--- src/rtl/xorshift_tile_picker.sv ---
// Xorshift random unit with a seeded generator and a random empty-cell picker
// (rejection sampling, falling back to a linear scan) for tile spawning.
module xorshift_tile_picker #(
  parameter int unsigned       WIDTH        = 32,
  parameter int unsigned       SH1          = 7,
  parameter int unsigned       SH2          = 9,
  parameter int unsigned       SH3          = 13,
  parameter logic [WIDTH-1:0]  DEFAULT_SEED = WIDTH'(32'h2545F491),
  parameter int unsigned       CELLS        = 16,
  parameter int unsigned       IDX_W        = 4,
  parameter int unsigned       PROB_W       = 2,
  parameter int unsigned       FOUR_NUM     = 1,
  parameter int unsigned       MAX_TRIES    = 8
) (
  input  logic             clk,
  input  logic             rst,
  input  logic [WIDTH-1:0] seed,
  input  logic             seed_load,
  input  logic             req,
  input  logic [CELLS-1:0] empty_mask,
  output logic             busy,
  output logic             done,
  output logic             found,
  output logic [IDX_W-1:0] cell_idx,
  output logic             two_or_four,
  output logic [WIDTH-1:0] rand_out
);

  localparam int unsigned TRY_W = (MAX_TRIES > 1) ? $clog2(MAX_TRIES) : 1;

  typedef enum logic [1:0] {
    ST_IDLE,
    ST_SAMPLE,
    ST_SCAN,
    ST_DONE
  } state_t;

  state_t             state_q, state_d;
  logic [CELLS-1:0]   mask_q, mask_d;
  logic [TRY_W-1:0]   tries_q, tries_d;
  logic [IDX_W-1:0]   scan_q, scan_d;
  logic               busy_d, done_d, found_d, tof_d;
  logic [IDX_W-1:0]   idx_d;

  logic [WIDTH-1:0]   xs_t, xs_u, xs_next;
  logic [IDX_W-1:0]   cand;
  logic [PROB_W-1:0]  pfield;
  logic [CELLS-1:0]   cand_sel, scan_sel;
  logic               cand_hit, scan_hit, tof_c;

  // One xorshift step; a nonzero state never maps to zero
  always_comb begin
    xs_t    = rand_out ^ (rand_out >> SH1);
    xs_u    = xs_t ^ (xs_t << SH2);
    xs_next = xs_u ^ (xs_u >> SH3);
  end

  always_ff @(posedge clk or negedge rst) begin
    if (!rst) begin
      rand_out <= DEFAULT_SEED;
    end else if (seed_load) begin
      rand_out <= (seed == '0) ? DEFAULT_SEED : seed;
    end else begin
      rand_out <= xs_next;
    end
  end

  // Shifting past the mask width yields 0, so out-of-range candidates miss
  always_comb begin
    cand     = rand_out[IDX_W-1:0];
    pfield   = rand_out[IDX_W+PROB_W-1:IDX_W];
    cand_sel = mask_q >> cand;
    scan_sel = mask_q >> scan_q;
    cand_hit = cand_sel[0];
    scan_hit = scan_sel[0];
    tof_c    = !(32'(pfield) < FOUR_NUM);
  end

  always_comb begin
    state_d = state_q;
    mask_d  = mask_q;
    tries_d = tries_q;
    scan_d  = scan_q;
    done_d  = 1'b0;
    found_d = found;
    idx_d   = cell_idx;
    tof_d   = two_or_four;
    case (state_q)
      ST_IDLE: begin
        if (req) begin
          mask_d  = empty_mask;
          tries_d = '0;
          if (empty_mask == '0) begin
            found_d = 1'b0;
            idx_d   = '0;
            state_d = ST_DONE;
          end else begin
            state_d = ST_SAMPLE;
          end
        end
      end
      ST_SAMPLE: begin
        if (cand_hit) begin
          idx_d   = cand;
          tof_d   = tof_c;
          found_d = 1'b1;
          state_d = ST_DONE;
        end else if (32'(tries_q) == MAX_TRIES - 1) begin
          scan_d  = IDX_W'(32'(cand) % CELLS);
          state_d = ST_SCAN;
        end else begin
          tries_d = tries_q + TRY_W'(1);
        end
      end
      ST_SCAN: begin
        if (scan_hit) begin
          idx_d   = scan_q;
          tof_d   = tof_c;
          found_d = 1'b1;
          state_d = ST_DONE;
        end else if (32'(scan_q) == CELLS - 1) begin
          scan_d = '0;
        end else begin
          scan_d = scan_q + IDX_W'(1);
        end
      end
      ST_DONE: begin
        done_d  = 1'b1;
        state_d = ST_IDLE;
      end
      default: state_d = ST_IDLE;
    endcase
    busy_d = (state_d != ST_IDLE);
  end

  always_ff @(posedge clk or negedge rst) begin
    if (!rst) begin
      state_q     <= ST_IDLE;
      mask_q      <= '0;
      tries_q     <= '0;
      scan_q      <= '0;
      busy        <= 1'b0;
      done        <= 1'b0;
      found       <= 1'b0;
      cell_idx    <= '0;
      two_or_four <= 1'b1;
    end else begin
      state_q     <= state_d;
      mask_q      <= mask_d;
      tries_q     <= tries_d;
      scan_q      <= scan_d;
      busy        <= busy_d;
      done        <= done_d;
      found       <= found_d;
      cell_idx    <= idx_d;
      two_or_four <= tof_d;
    end
  end

endmodule
--- config.mk ---
export PLATFORM = sky130hd
export DESIGN_NAME = xorshift_tile_picker
export DESIGN_NICKNAME = d
export VERILOG_FILES = /design/src/rtl/xorshift_tile_picker.sv
export SDC_FILE = /design/constraint.sdc
export NUM_CORES = 1
export LEC_CHECK = 0
export CAP_MARGIN = 20
export CORE_MARGIN = 1
export CORE_UTILIZATION = 50
export CTS_CLUSTER_DIAMETER = 60
export DETAILED_ROUTE_END_ITERATION = 10
export GPL_ROUTABILITY_DRIVEN = 0
export PLACE_DENSITY = 0.92
export SLEW_MARGIN = 10
export SYNTH_ARGS = -nofsm -noshare
export SYNTH_HDL_FRONTEND = slang
export SYNTH_SLANG_ARGS = --single-unit
--- constraint.sdc ---
create_clock -name clk -period 3.6 [get_ports clk]
set_input_delay 0.72 -clock clk [delete_from_list [all_inputs] [get_ports clk]]
set_output_delay 0.72 -clock clk [all_outputs]
set_load 0.02 [all_outputs]
==> impl_results.md <==
* FP Rows at 31
* Critical path cell sequence: clkdlybuf4s50_1 > nor4b_1 > nand4_1 > o41ai_1 > nand4b_1 > mux2_1
* Drt total wl at between 10000 and 15000 um
* Wirelength per Cell at around 19 um
* Worst IR drop on VDD at 0.715 mV
* Num CTS Buffers at 9
* Max frequency at roughly 0.35 GHz
* First-pass GRT wire length at approximately 16000 um
* Max Cap Violations at 0
* CTS resizes at 0
* Die Width at roughly 90 um
* Antenna diodes at 0
* Clock Path Buffers at 2
* Detailed Place HPWL at 7790 um
* Hold buffers post-CTS at 0
* Via density at approximately 5.7
* CTS Root Cell: clkbuf_8
* Post-synthesis cell area at roughly 3800 um2
* Critical path required time at 3.82 ns
* Core Region at ~7300 um2
* DR DRC count at 0
* Synth Instances at about 350
* Crit path buffers/inverters at 1
* Status: finished, final reports clean
* FF+latch count, synth at between 60 and 70
* FFs w/ async S/R, synth at between 90% and 100%
* RSZ-0062 raised after global routing: false
* TritonCTS clock tree: done
* Clk slew on worst S/H paths at around 0.070 ns
* Syn Nets at about 410
* Post CTS Setup Buffer Count at 0
* Vias at about 3100
* Worst Max-Slew Pin Slew at around 0.67 ns
* Sink Count at 65
* Met1 Use GR at a little under a third
* CP Launch Type: primary input
* Final worst slack at slightly above 0.7 ns
* Endpoint class of the critical path: register
* Slowest cell delay on critical path at roughly 0.57 ns
* Clk Latency, worst-skew pair at between 0.3 and 0.4 ns
* Hold Fails Final Rpt at 0
* Overflow after GRT at 0
* IO buf count at 91
* Period Utilization, post-route at 80.0%
* Post-synthesis sequential area ratio at 43.3%
* Delay-heaviest family, CP: simple AND/OR/NAND/NOR gates
* H-tree depth at 3
* Die area at 7960 um2
* GR Util met2 at about half
* Avg Inst Size Synth at 10.9 um2
* Final antenna-violating net count at 0
* Worst Hold Class: primary input to asynchronous set/reset pin
* Initial antenna violation count at 0
* GRT met3 Usage at under 10%
* Final setup fails at 0
* Netlist cell types at 47
* Crit path kind: primary input to register
* Post-synth EDFFs at 0
* Initial Util at a little over half
* Fin. max-slew vios at 0
* Yosys warns at 0
* Slowest CP cell: o41ai_1
* IO Pins at between 90 and 100
* Chip height at just under 90 um
* Static Leak at about 2.0 nW
* Dpl ws at 0.412 ns
* Min Clock Period, post-route at between 2 and 3 ns
* Drt pass-1 iters at 4
* 1st-iter DRT viols at ~170
* Largest net degree at the start of global routing at 35
* Vias in the first global route at approximately 3300
* Layout Skew at approximately 0.0094 ns
* Setup TNS at 0 ns
* All-Layer GR Usage at 28.0%
* Max_slew headroom at 55.1%
* Area growth syn-to-layout at 30.5%
* Total power at about 6.2 mW
* Ys flop type: dfrtp_1
* Layout cells sized above 1 at between 10% and 20%
* GRT busiest layer: met2
* Arr. time, crit path at roughly 3.1 ns
* Crit-path max FO at 5
* Pwr/cell area at roughly 1300 nW/um2
* # nets final at ~500
state kept, by name, indices dropped and copies added, names as in the netlist:
name / flops
rand_out: 32
mask_q: 16
cell_idx: 4
scan_q: 4
tries_q: 3
state_q: 2
busy: 1
done: 1
found: 1
two_or_four: 1
logic make-up (layout without fill, tap and decap cells):
kind of cell	Yosys count	count (layout)	synth area share [%]
compound gates	57	57	10.1
xor+xnor	69	69	15.9
fa+ha+maj	8	8	2.63
buf+inv	21	117	2.37
flops	65	65	43.3
mux	45	45	14.5
simple gates	83	83	11.3
report_power, final:
part / leakage (nW) / switching, mW / internal [mW]
clock: 0.0834 / 0.276 / 0.267
sequential: 0.761 / 0.498 / 1.19
combinational: 1.12 / 1.98 / 2.01
total: 1.96 / 2.76 / 3.47
Yosys cell counts (all sizes together) (2+ instances only):
cell type | n | area (um2)
nor2b | 6 | 37.5
o21ai | 14 | 70.1
nand2b | 4 | 25.0
nor4b | 2 | 17.5
o211ai | 5 | 37.5
nand3b | 2 | 27.5
clkbuf | 10 | 37.5
xnor2 | 51 | 447
nor2 | 18 | 67.6
dfrtp | 50 | 1250
xor2 | 18 | 158
mux2i | 9 | 103
dfstp | 15 | 394
mux4 | 4 | 90.1
ha | 8 | 100
o22a | 6 | 52.6
nand2 | 23 | 86.3
nand4 | 4 | 25.0
nand3 | 8 | 40.0
a21o | 2 | 15.0
o21bai | 2 | 15.0
mux2 | 32 | 360
nor3 | 2 | 10.0
buf | 5 | 30.0
inv | 5 | 18.8
a21oi | 11 | 55.1
nor4 | 11 | 68.8
o31ai | 2 | 15.0
a22oi | 6 | 45.0
area by class of cell:
cell class              instances  area (um2)
clock buffers                  13         149
clock inverters                 3        17.5
fillers                       572        2330
inverters                       6        22.5
multi-input cells             262        2070
flip-flops and latches         65        1650
well taps                      99         124
repair buffers                 95         936
layer usage:
layer | vias to the layer above | share of wire, %
met4 | 0 | 3.3
met3 | 25 | 8.3
li1 | 1423 | -
met2 | 176 | 50
met1 | 1492 | 39
met5 | - | 0
worst reg2reg max path, delay by kind of cell (launching register included):
| kind | cells | cell delay, ns |
|---|---|---|
| mux | 2 | 0.78 |
| flops | 1 | 0.72 |
| simple gates | 3 | 0.62 |
| compound gates | 1 | 0.30 |
worst paths after layout:
kind	start	slack (ns)	cells past startpoint	endpoint
max in group asynchronous	rst	2.55	2	rand_out[4]$_DFF_PN1_
min	rst	0.27	1	mask_q[5]$_DFFE_PN0P_
min in group clk	two_or_four$_DFFE_PN1P_	0.48	2	two_or_four$_DFFE_PN1P_
max	req	0.72	6	cell_idx[2]$_DFFE_PN0P_
max reg2reg	rand_out[0]$_DFF_PN1_	1.08	6	scan_q[2]$_DFFE_PN0P_
min reg2reg	two_or_four$_DFFE_PN1P_	0.48	2	two_or_four$_DFFE_PN1P_
stage by stage:
| stage | util (%) | cell area (um2) | hold WS [ns] | cells |
|---|---|---|---|---|
| after global routing | 68.1 | 4960 | 0.274 | 543 |
| final | 68.1 | 4960 | 0.272 | 543 |
| after detailed placement | 65.8 | 4800 | 0.471 | 527 |
| after floorplan | - | 3800 | 0.424 | 348 |
| after global placement | 65.8 | 4800 | 0.461 | 527 |
| after CTS | 68.1 | 4960 | 0.270 | 543 |
placed cells by master, fill, tap and decap left out, types with 2 or more instances in the layout:
cell type,synthesis,routed
dfrtp_1,50,50
o31ai_1,2,2
a21o_1,2,2
nand2_1,23,23
mux2_1,6,6
nand2b_1,4,4
clkinv_2,0,2
buf_4,0,4
mux2i_1,8,8
nor4b_1,2,2
mux2_2,26,26
o22a_1,6,6
nand3_1,8,8
xnor2_1,51,51
ha_1,8,8
nor4_1,11,11
a21oi_1,11,11
nor2_1,18,18
a22oi_1,6,6
dfstp_2,15,15
o21bai_1,2,2
clkdlybuf4s50_1,0,90
xor2_1,18,18
mux4_2,4,4
clkbuf_8,0,10
o211ai_1,5,5
nand4_1,4,4
clkbuf_1,10,3
nor3_1,2,2
inv_1,5,5
nor2b_1,6,6
o21ai_0,14,14
No activity file was read; power rests on OpenSTA's default activity.
